--- src/rtl/bit_sync_pkg.sv ---
// Shared definitions for the chip spreader and the correlator side:
// FSM state encoding, chip value constants and the default spreading code.
package bit_sync_pkg;

    // Spreader FSM states, also exposed on the debug state output.
    typedef enum logic [1:0] {
        ST_IDLE     = 2'd0,
        ST_PREAMBLE = 2'd1,
        ST_DATA     = 2'd2
    } state_e;

    // Chip values, same encoding as the correlator ref input.
    localparam logic signed [7:0] CHIP_POS  = 8'sd1;
    localparam logic signed [7:0] CHIP_NEG  = -8'sd1;
    localparam logic signed [7:0] CHIP_ZERO = 8'sd0;

    // Default 8-chip spreading code; MSB is transmitted first.
    localparam logic [7:0] DEFAULT_CODE = 8'b1011_0010;

endpackage

--- src/rtl/chip_tick_gen.sv ---
// Chip-rate divider: counts 0..CLK_PER_CHIP-1 while enabled and flags the
// last clock of each chip. Held at zero when disabled so a new frame always
// starts on a fresh chip boundary.
module chip_tick_gen #(
    parameter int CLK_PER_CHIP = 4
) (
    input  logic clk,
    input  logic rst,
    input  logic en,
    output logic tick
);

    localparam int DW = (CLK_PER_CHIP > 1) ? $clog2(CLK_PER_CHIP) : 1;
    localparam logic [DW-1:0] LAST = DW'(CLK_PER_CHIP - 1);

    logic [DW-1:0] div_q;
    logic [DW-1:0] div_d;

    // Next divider value: clear when disabled or at the last clock of a chip.
    always_comb begin
        div_d = div_q;
        if (!en) begin
            div_d = '0;
        end else if (div_q == LAST) begin
            div_d = '0;
        end else begin
            div_d = div_q + 1'b1;
        end
    end

    // Divider register.
    always_ff @(posedge clk or posedge rst) begin
        if (rst) begin
            div_q <= '0;
        end else begin
            div_q <= div_d;
        end
    end

    assign tick = en && (div_q == LAST);

endmodule

--- src/rtl/chip_spreader.sv ---
// Direct-sequence spreader. Each accepted bit is sent as CODE_LEN chips of
// CLK_PER_CHIP clocks each; a frame opens with PREAMBLE_SYMS symbols of bit 1
// and continues as long as the source supplies a new bit on the last clock of
// every data symbol. A missed handshake ends the frame with an underrun pulse.
//
// Handshake: a transfer happens on a rising clk edge where in_valid and
// in_ready are both high. in_ready depends on registered state only; in and
// in_valid are don't-care on cycles without a transfer.
module chip_spreader
    import bit_sync_pkg::*;
#(
    parameter int                CODE_LEN      = 8,
    parameter logic [CODE_LEN-1:0] CODE        = DEFAULT_CODE,
    parameter int                CLK_PER_CHIP  = 4,
    parameter int                PREAMBLE_SYMS = 4
) (
    input  logic              clk,
    input  logic              rst,
    input  logic              in,
    input  logic              in_valid,
    output logic              in_ready,
    output logic signed [7:0] chip,
    output logic              chip_valid,
    output logic              frame_start,
    output logic              underrun,
    output logic [1:0]        state_o
);

    localparam int CW = $clog2(CODE_LEN);
    localparam logic [CW-1:0] LAST_CHIP = CW'(CODE_LEN - 1);
    localparam logic [7:0]    LAST_SYM  = 8'(PREAMBLE_SYMS - 1);

    state_e        state_q, state_d;
    logic [CW-1:0] chip_cnt_q, chip_cnt_d;
    logic [7:0]    sym_cnt_q, sym_cnt_d;
    logic          cur_bit_q, cur_bit_d;
    logic          frame_start_q, frame_start_d;
    logic          underrun_q, underrun_d;

    logic          tick;
    logic          sym_end;
    logic          xfer;
    logic [CW-1:0] code_idx;
    logic          code_bit;
    logic          sym_bit;
    logic          chip_bit;

    chip_tick_gen #(
        .CLK_PER_CHIP(CLK_PER_CHIP)
    ) u_tick (
        .clk (clk),
        .rst (rst),
        .en  (state_q != ST_IDLE),
        .tick(tick)
    );

    assign sym_end  = tick && (chip_cnt_q == LAST_CHIP);
    assign in_ready = (state_q == ST_IDLE) || ((state_q == ST_DATA) && sym_end);
    assign xfer     = in_valid && in_ready;

    // Next-state logic for the frame FSM and its counters.
    always_comb begin
        state_d       = state_q;
        chip_cnt_d    = chip_cnt_q;
        sym_cnt_d     = sym_cnt_q;
        cur_bit_d     = cur_bit_q;
        frame_start_d = 1'b0;
        underrun_d    = 1'b0;

        if (tick) begin
            chip_cnt_d = sym_end ? '0 : chip_cnt_q + 1'b1;
        end

        case (state_q)
            ST_IDLE: begin
                chip_cnt_d = '0;
                sym_cnt_d  = '0;
                if (xfer) begin
                    cur_bit_d     = in;
                    state_d       = ST_PREAMBLE;
                    frame_start_d = 1'b1;
                end
            end
            ST_PREAMBLE: begin
                if (sym_end) begin
                    if (sym_cnt_q == LAST_SYM) begin
                        sym_cnt_d = '0;
                        state_d   = ST_DATA;
                    end else begin
                        sym_cnt_d = sym_cnt_q + 8'd1;
                    end
                end
            end
            ST_DATA: begin
                if (sym_end) begin
                    if (xfer) begin
                        cur_bit_d = in;
                    end else begin
                        state_d    = ST_IDLE;
                        underrun_d = 1'b1;
                    end
                end
            end
            default: begin
                state_d = ST_IDLE;
            end
        endcase
    end

    // State and counter registers; reset aborts any frame without an underrun.
    always_ff @(posedge clk or posedge rst) begin
        if (rst) begin
            state_q       <= ST_IDLE;
            chip_cnt_q    <= '0;
            sym_cnt_q     <= '0;
            cur_bit_q     <= 1'b0;
            frame_start_q <= 1'b0;
            underrun_q    <= 1'b0;
        end else begin
            state_q       <= state_d;
            chip_cnt_q    <= chip_cnt_d;
            sym_cnt_q     <= sym_cnt_d;
            cur_bit_q     <= cur_bit_d;
            frame_start_q <= frame_start_d;
            underrun_q    <= underrun_d;
        end
    end

    assign code_idx = LAST_CHIP - chip_cnt_q;
    assign code_bit = CODE[code_idx];
    assign sym_bit  = (state_q == ST_DATA) ? cur_bit_q : 1'b1;
    assign chip_bit = ~(code_bit ^ sym_bit);

    // Chip output decoded from registered state only.
    always_comb begin
        chip       = CHIP_ZERO;
        chip_valid = 1'b0;
        if (state_q != ST_IDLE) begin
            chip       = chip_bit ? CHIP_POS : CHIP_NEG;
            chip_valid = 1'b1;
        end
    end

    assign frame_start = frame_start_q;
    assign underrun    = underrun_q;
    assign state_o     = state_q;

endmodule

--- config.mk ---
export PLATFORM = sky130hd
export DESIGN_NAME = chip_spreader
export DESIGN_NICKNAME = d
export VERILOG_FILES = /design/src/rtl/bit_sync_pkg.sv /design/src/rtl/chip_tick_gen.sv /design/src/rtl/chip_spreader.sv
export SDC_FILE = /design/constraint.sdc
export NUM_CORES = 1
export LEC_CHECK = 0
export BUFFER_PORTS_ARGS = -buffer_cell sky130_fd_sc_hd__buf_2
export CAP_MARGIN = 15
export CORE_ASPECT_RATIO = 1.4
export CORE_MARGIN = 2
export CORE_UTILIZATION = 58
export DETAILED_ROUTE_END_ITERATION = 12
export PLACE_DENSITY = 0.88
export SLEW_MARGIN = 10
export SYNTH_ARGS = -nofsm -noshare
export SYNTH_HDL_FRONTEND = slang
export SYNTH_SLANG_ARGS = --single-unit
--- constraint.sdc ---
create_clock -name clk -period 3.2 [get_ports clk]
set_input_delay 0.64 -clock clk [delete_from_list [all_inputs] [get_ports clk]]
set_output_delay 0.64 -clock clk [all_outputs]
set_load 0.1 [all_outputs]
* After elaboration in Yosys (flattened, before gate mapping) *
Memories as Yosys holds them, arrays and structs flattened.
Cells that the tools add are included.

word-level totals
  register bits after elaboration = 18
  ROM bits = 8
  output and inout bits = 14
  memories = 1

cells by class
  add/sub/neg operators = 4
  magnitude comparators = 1
  equality and inequality tests = 10
  mux-type cells = 27
  bitwise logic cells = 1
  reductions and logical operators = 13

memory list
  memory           words  bits a word  rd ports  clocked after Yosys merged registers in  write ports  line                  source
  (no name shown)  8      1            1         0                                        0            chip_spreader.sv:130  assign code_bit = CODE[code_idx];

operators with widths
  kind                 count
  $mux 8               4
  $pmux 8 s2           1
  $mux 2               7
  $mux 1               10
  $ne 2x2->1 const B   5
  $mux 3               3
  $add 8x1->8 const B  1
  $eq 8x2->1 const B   1
  $reduce_bool 2->1    4
  $pmux 2 s3           1
  $reduce_and 5->1     1
  $eq 2x2->1 const B   2
  $logic_and 1x1->1    4
  $lt 3x4->1 const B   1
  $reduce_and 2->1     2
  $add 3x1->3 const B  1
  $eq 3x3->1 const B   1
  $sub 3x3->3 const A  1
  $add 2x1->2 const B  1
  $eq 2x1->1 const B   1
  $logic_not 2->1      1
  $pmux 1 s2           1
  $logic_or 1x1->1     1
  $xor 1x1->1          1

* Longest topological paths before layout *
  depth in word-level cells = 9
  mapped depth = 6
  gate-level depth less buffers = 5

* Hierarchy *
Synthesis repeated with hierarchy kept, for this count alone.

unflattened totals
  cells, all modules = 103
  area total of the unflattened synthesis = 1012.2 sq um

by module, submodules not included
  module         instances  cells an instance  area each (sq um)  seq. area each (sq um)
  chip_spreader  1          96                 919.6              400.4
  chip_tick_gen  1          7                  92.6               50.0

* Least setup slack after synthesis *
Ideal clock, no wire load.

  kind = flip-flop to output port
  start = register state_q[1], in the netlist state_o[1]
  end = output chip[2]
  arrival = 3.606 ns
  path slack = -1.046 ns
  cell stages (with the launch flop) = 5
  buffers on the path = 2
  cell sequence = dfrtp_1 -> clkbuf_1 -> a21oi_1 -> mux2i_1 -> buf_4

between the ends
  cells in the longest elaborated chain, start to end = 5

RTL lines
  item                    line                  source
  from (decl)             chip_spreader.sv:33   state_e state_q, state_d;
  from (signal assigned)  chip_spreader.sv:120  state_q <= state_d;
  $eq 2x2->1              chip_spreader.sv:131  assign sym_bit = (state_q == ST_DATA) ? cur_bit_q : 1'b1;
  $mux 1                  chip_spreader.sv:131
  $xor 1x1->1             chip_spreader.sv:132  assign chip_bit = ~(code_bit ^ sym_bit);
  $mux 8                  chip_spreader.sv:139  chip = chip_bit ? CHIP_POS : CHIP_NEG;
  $mux 8 (*)              chip_spreader.sv:138  if (state_q != ST_IDLE) begin
  to (decl)               chip_spreader.sv:22   output logic signed [7:0] chip,

Mark *: on every way between the ends. The rest lies on a longest branch, timed or not.

* Final worst setup path *
  start = register chip_cnt_q[0]
  end = output chip[2]

between the ends
  cells in the longest elaborated chain, start to end = 6

RTL lines
  item                          line                  source
  from (decl)                   chip_spreader.sv:34   logic [CW-1:0] chip_cnt_q, chip_cnt_d;
  from (signal assigned)        chip_spreader.sv:121  chip_cnt_q <= chip_cnt_d;
  $sub 3x3->3                   chip_spreader.sv:129  assign code_idx = LAST_CHIP - chip_cnt_q;
  $mem_v2 8x1                   n/a
  $mux 1 (implied by the code)  chip_spreader.sv:130
  $xor 1x1->1                   chip_spreader.sv:132
  $mux 8                        chip_spreader.sv:139
  $mux 8                        chip_spreader.sv:138

Every way passes these cells. The select of a mux whose other input is x is not followed.

==> run_results.csv <==
group,metric,value,unit
critical_path,crit_family,"buffers and inverters",
floorplanning,io_pins,18,
sta,slew_headroom,51.4,%
global_routing,grt_max_degree,19,
sta,clock.fmax,0.363,GHz
drt,drc,0,
cts,postCtsSetupBuffers,0,
synth,syn-cell-area,1080,sq um
cts,cts_hold_buf,0,
critical_path,critPathArrivalTime,2.12,ns
drt,wl,2050,um
critical_path,cp-end-kind,"primary output",
critical_path,path_depth,4,
synth,postSynthAreaPerCell,10.0,sq um
critical_path,cp.required,2.56,ns
drt,vias,846,
critical_path,crit_path_top_delay_cell,"buf_2",
cts,htree_levels,1,
global_routing,grt_pass1_vias,788,
final_layout,synthToLayoutAreaGrowth,8.57,%
final_layout,multi_input_area,546,sq um
critical_path,path_buf_inv,1,
floorplanning,die_y,55.1,um
place,gp_congestion,0.795,
floorplanning,fp.dieW,40.5,um
critical_path,critPathKind,"reg2out",
power,ir_worst_vdd,0.284,mV
drt,first_iter_violations,14,
synth,yosysWarningCount,0,
global_routing,track_usage,22.4,%
sta,fin_skew,0.0114,ns
sta,finalCriticalPeriod,2.76,ns
sta,fin_crit_sh,86.2,%
synth,synthArstFlopShare,100,%
critical_path,rr_worst_depth,5,
final_layout,n_fill_cell,132,
drt,viasPerCell,6.13,
sta,setup_viol,0,
critical_path,slowest_delay,0.47,ns
cts,cts_tree,"built",
final_layout,antenna_cells,0,
floorplanning,start_util,61.5,%
power,total_power,0.379,mW
global_routing,grt_use_met1,26.0,%
synth,synth_edf_count,0,
global_routing,met2_usage,37.8,%
global_routing,grt_pass1_wl,3420,um
final_layout,area.sequential,452,sq um
floorplanning,rows,18,
cts,numCtsBuffers,3,
global_routing,top_usage_layer,"met2",
place,hpwl,1550,um
cts,cts_buffer_depth,2,
global_routing,grt.met3_usage,4.00,%
cts,clk_latency,0.30,ns
cts,path_clk_slew,0.11,ns
sta,tightest_slew,0.728,ns
synth,synth_ff_type,"dfrtp_1",
drt,final_antenna_net_count,0,
final_layout,drive_gt1_share,22.9,%
cts,post_cts_resized,0,
synth,yosysSeqAreaShare,41.7,%
synth,ys_types,38,
cts,root_buffer,"clkbuf_4",
global_routing,antenna_found_initial,0,
synth,synth_cells,108,
run_status,status,"complete, no violations",
drt,avgRoutedWirePerCell,14.8,um
sta,hold_viol,0,
final_layout,nNetsFinal,129,
critical_path,path_cells,"ha_1 > o21ai_0 > mux2i_4 > buf_2",
place,numPortBuffers,17,
power,powerDensity,323,nW/um^2
power,leakage,0.549,nW
sta,rsz0062_at_grt,"no",
sta,slew_violations,0,
floorplanning,dieArea,2230,sq um
cts,clkSinkCount,18,
critical_path,start_kind,"register",
floorplanning,core_area,1760,sq um
run,cap_viol_max_count,0,
synth,syn-num-nets,118,
critical_path,cp_max_fo,7,
sta,fin_setup_tns,0,ns
global_routing,grt_overflow,0,
hold_path,hold_path.class,"in2async",
drt,dr.pass1.iters,4,
synth,ys_ff_latch,18,
## synthesized netlist by cell type (all sizes together), types with 2 or more instances
library cell | number | area share, %
nand2b | 2 | 1.2
mux2i | 2 | 1.9
nand3 | 2 | 0.93
a22oi | 6 | 4.2
inv | 8 | 2.8
nor2b | 3 | 1.7
ha | 6 | 6.9
o31ai | 4 | 2.8
nand3b | 2 | 1.4
a21oi | 4 | 1.9
and2 | 2 | 1.2
or4 | 4 | 2.8
o41ai | 2 | 3.4
nand2 | 4 | 1.4
o21ai | 3 | 1.4
clkbuf | 4 | 1.4
buf | 7 | 4.9
nor2 | 6 | 2.1
or3 | 2 | 1.2
dfrtp | 18 | 42
## cell families after synthesis
logic type	synth area share, %
mux	2.89
compound gates	19.2
flops	41.7
buf+inv	9.03
simple gates	20.3
fa+ha+maj	6.94
## registers in the layout (all words and copies together), names as in the netlist
register and flops:
chip_cnt_q 3, cur_bit_q 1, frame_start 1, state_o 2, sym_cnt_q 8, u_tick.div_q 2
underrun 1
## worst paths after layout
| check | startpoint | to | slack [ns] |
|---|---|---|---|
| min | rst | state_o[1] | 0.42 |
| min reg2reg | u_tick.div_q[0] | u_tick.div_q[0] | 0.45 |
| max reg2reg | chip_cnt_q[0] | sym_cnt_q[3] | 1.10 |
| min in group clk | u_tick.div_q[0] | u_tick.div_q[0] | 0.45 |
| max | chip_cnt_q[0] | chip[2] | 0.44 |
| max in group asynchronous | rst | state_o[0] | 2.31 |
## stage by stage
| stage | setup slack (ns) | cell area (sq um) | instances | hold slack [ns] | util, % |
|---|---|---|---|---|---|
| global route | 0.302 | 1170 | 138 | 0.466 | 66.8 |
| floorplan | 0.00241 | 1090 | 108 | 0.415 | - |
| detailed placement | 0.753 | 1140 | 134 | 0.440 | 64.7 |
| finish | 0.442 | 1170 | 138 | 0.419 | 66.8 |
| CTS | 0.426 | 1170 | 138 | 0.445 | 66.8 |
| global placement | 0.838 | 1140 | 134 | 0.429 | 64.7 |
## layout make-up
class | instances | area share, %
multi-input combinational | 71 | 46.5
inverter | 8 | 2.56
timing repair buffer | 17 | 7.25
tap | 20 | 2.13
sequential | 18 | 38.5
clock buffer | 4 | 3.09
## worst reg2reg max path, stage by stage (launching register included)
cell	delay, ns
dfrtp_1	0.44
ha_1	0.22
ha_1	0.25
a21boi_1	0.62
nor2_1	0.27
a22oi_1	0.22
## placed cells by master (no fill, tap or decap), types with 2 or more instances in the layout
cell type	count
buf_2	17
nand2b_1	2
and2_1	2
a21oi_1	4
clkbuf_4	3
nand2_1	4
o21ai_0	3
nand3b_1	2
nor2b_1	3
a22oi_1	6
o31ai_1	4
inv_1	8
or4_1	4
or3_1	2
ha_1	6
nand3_1	2
nor2_1	6
dfrtp_1	17
## routing by layer
layer	vias up	wire length [um]
met2	14	1100
met4	0	48
li1	414	-
met1	412	843
met3	6	53
met5	-	0
## power breakdown
group	switching, mW	internal [mW]	total [mW]
sequential	0.000576	0.228	0.229
clock	0.0729	0.0695	0.142
combinational	0.00556	0.00208	0.00764
Note: power is estimated with default switching activity, not from simulation.
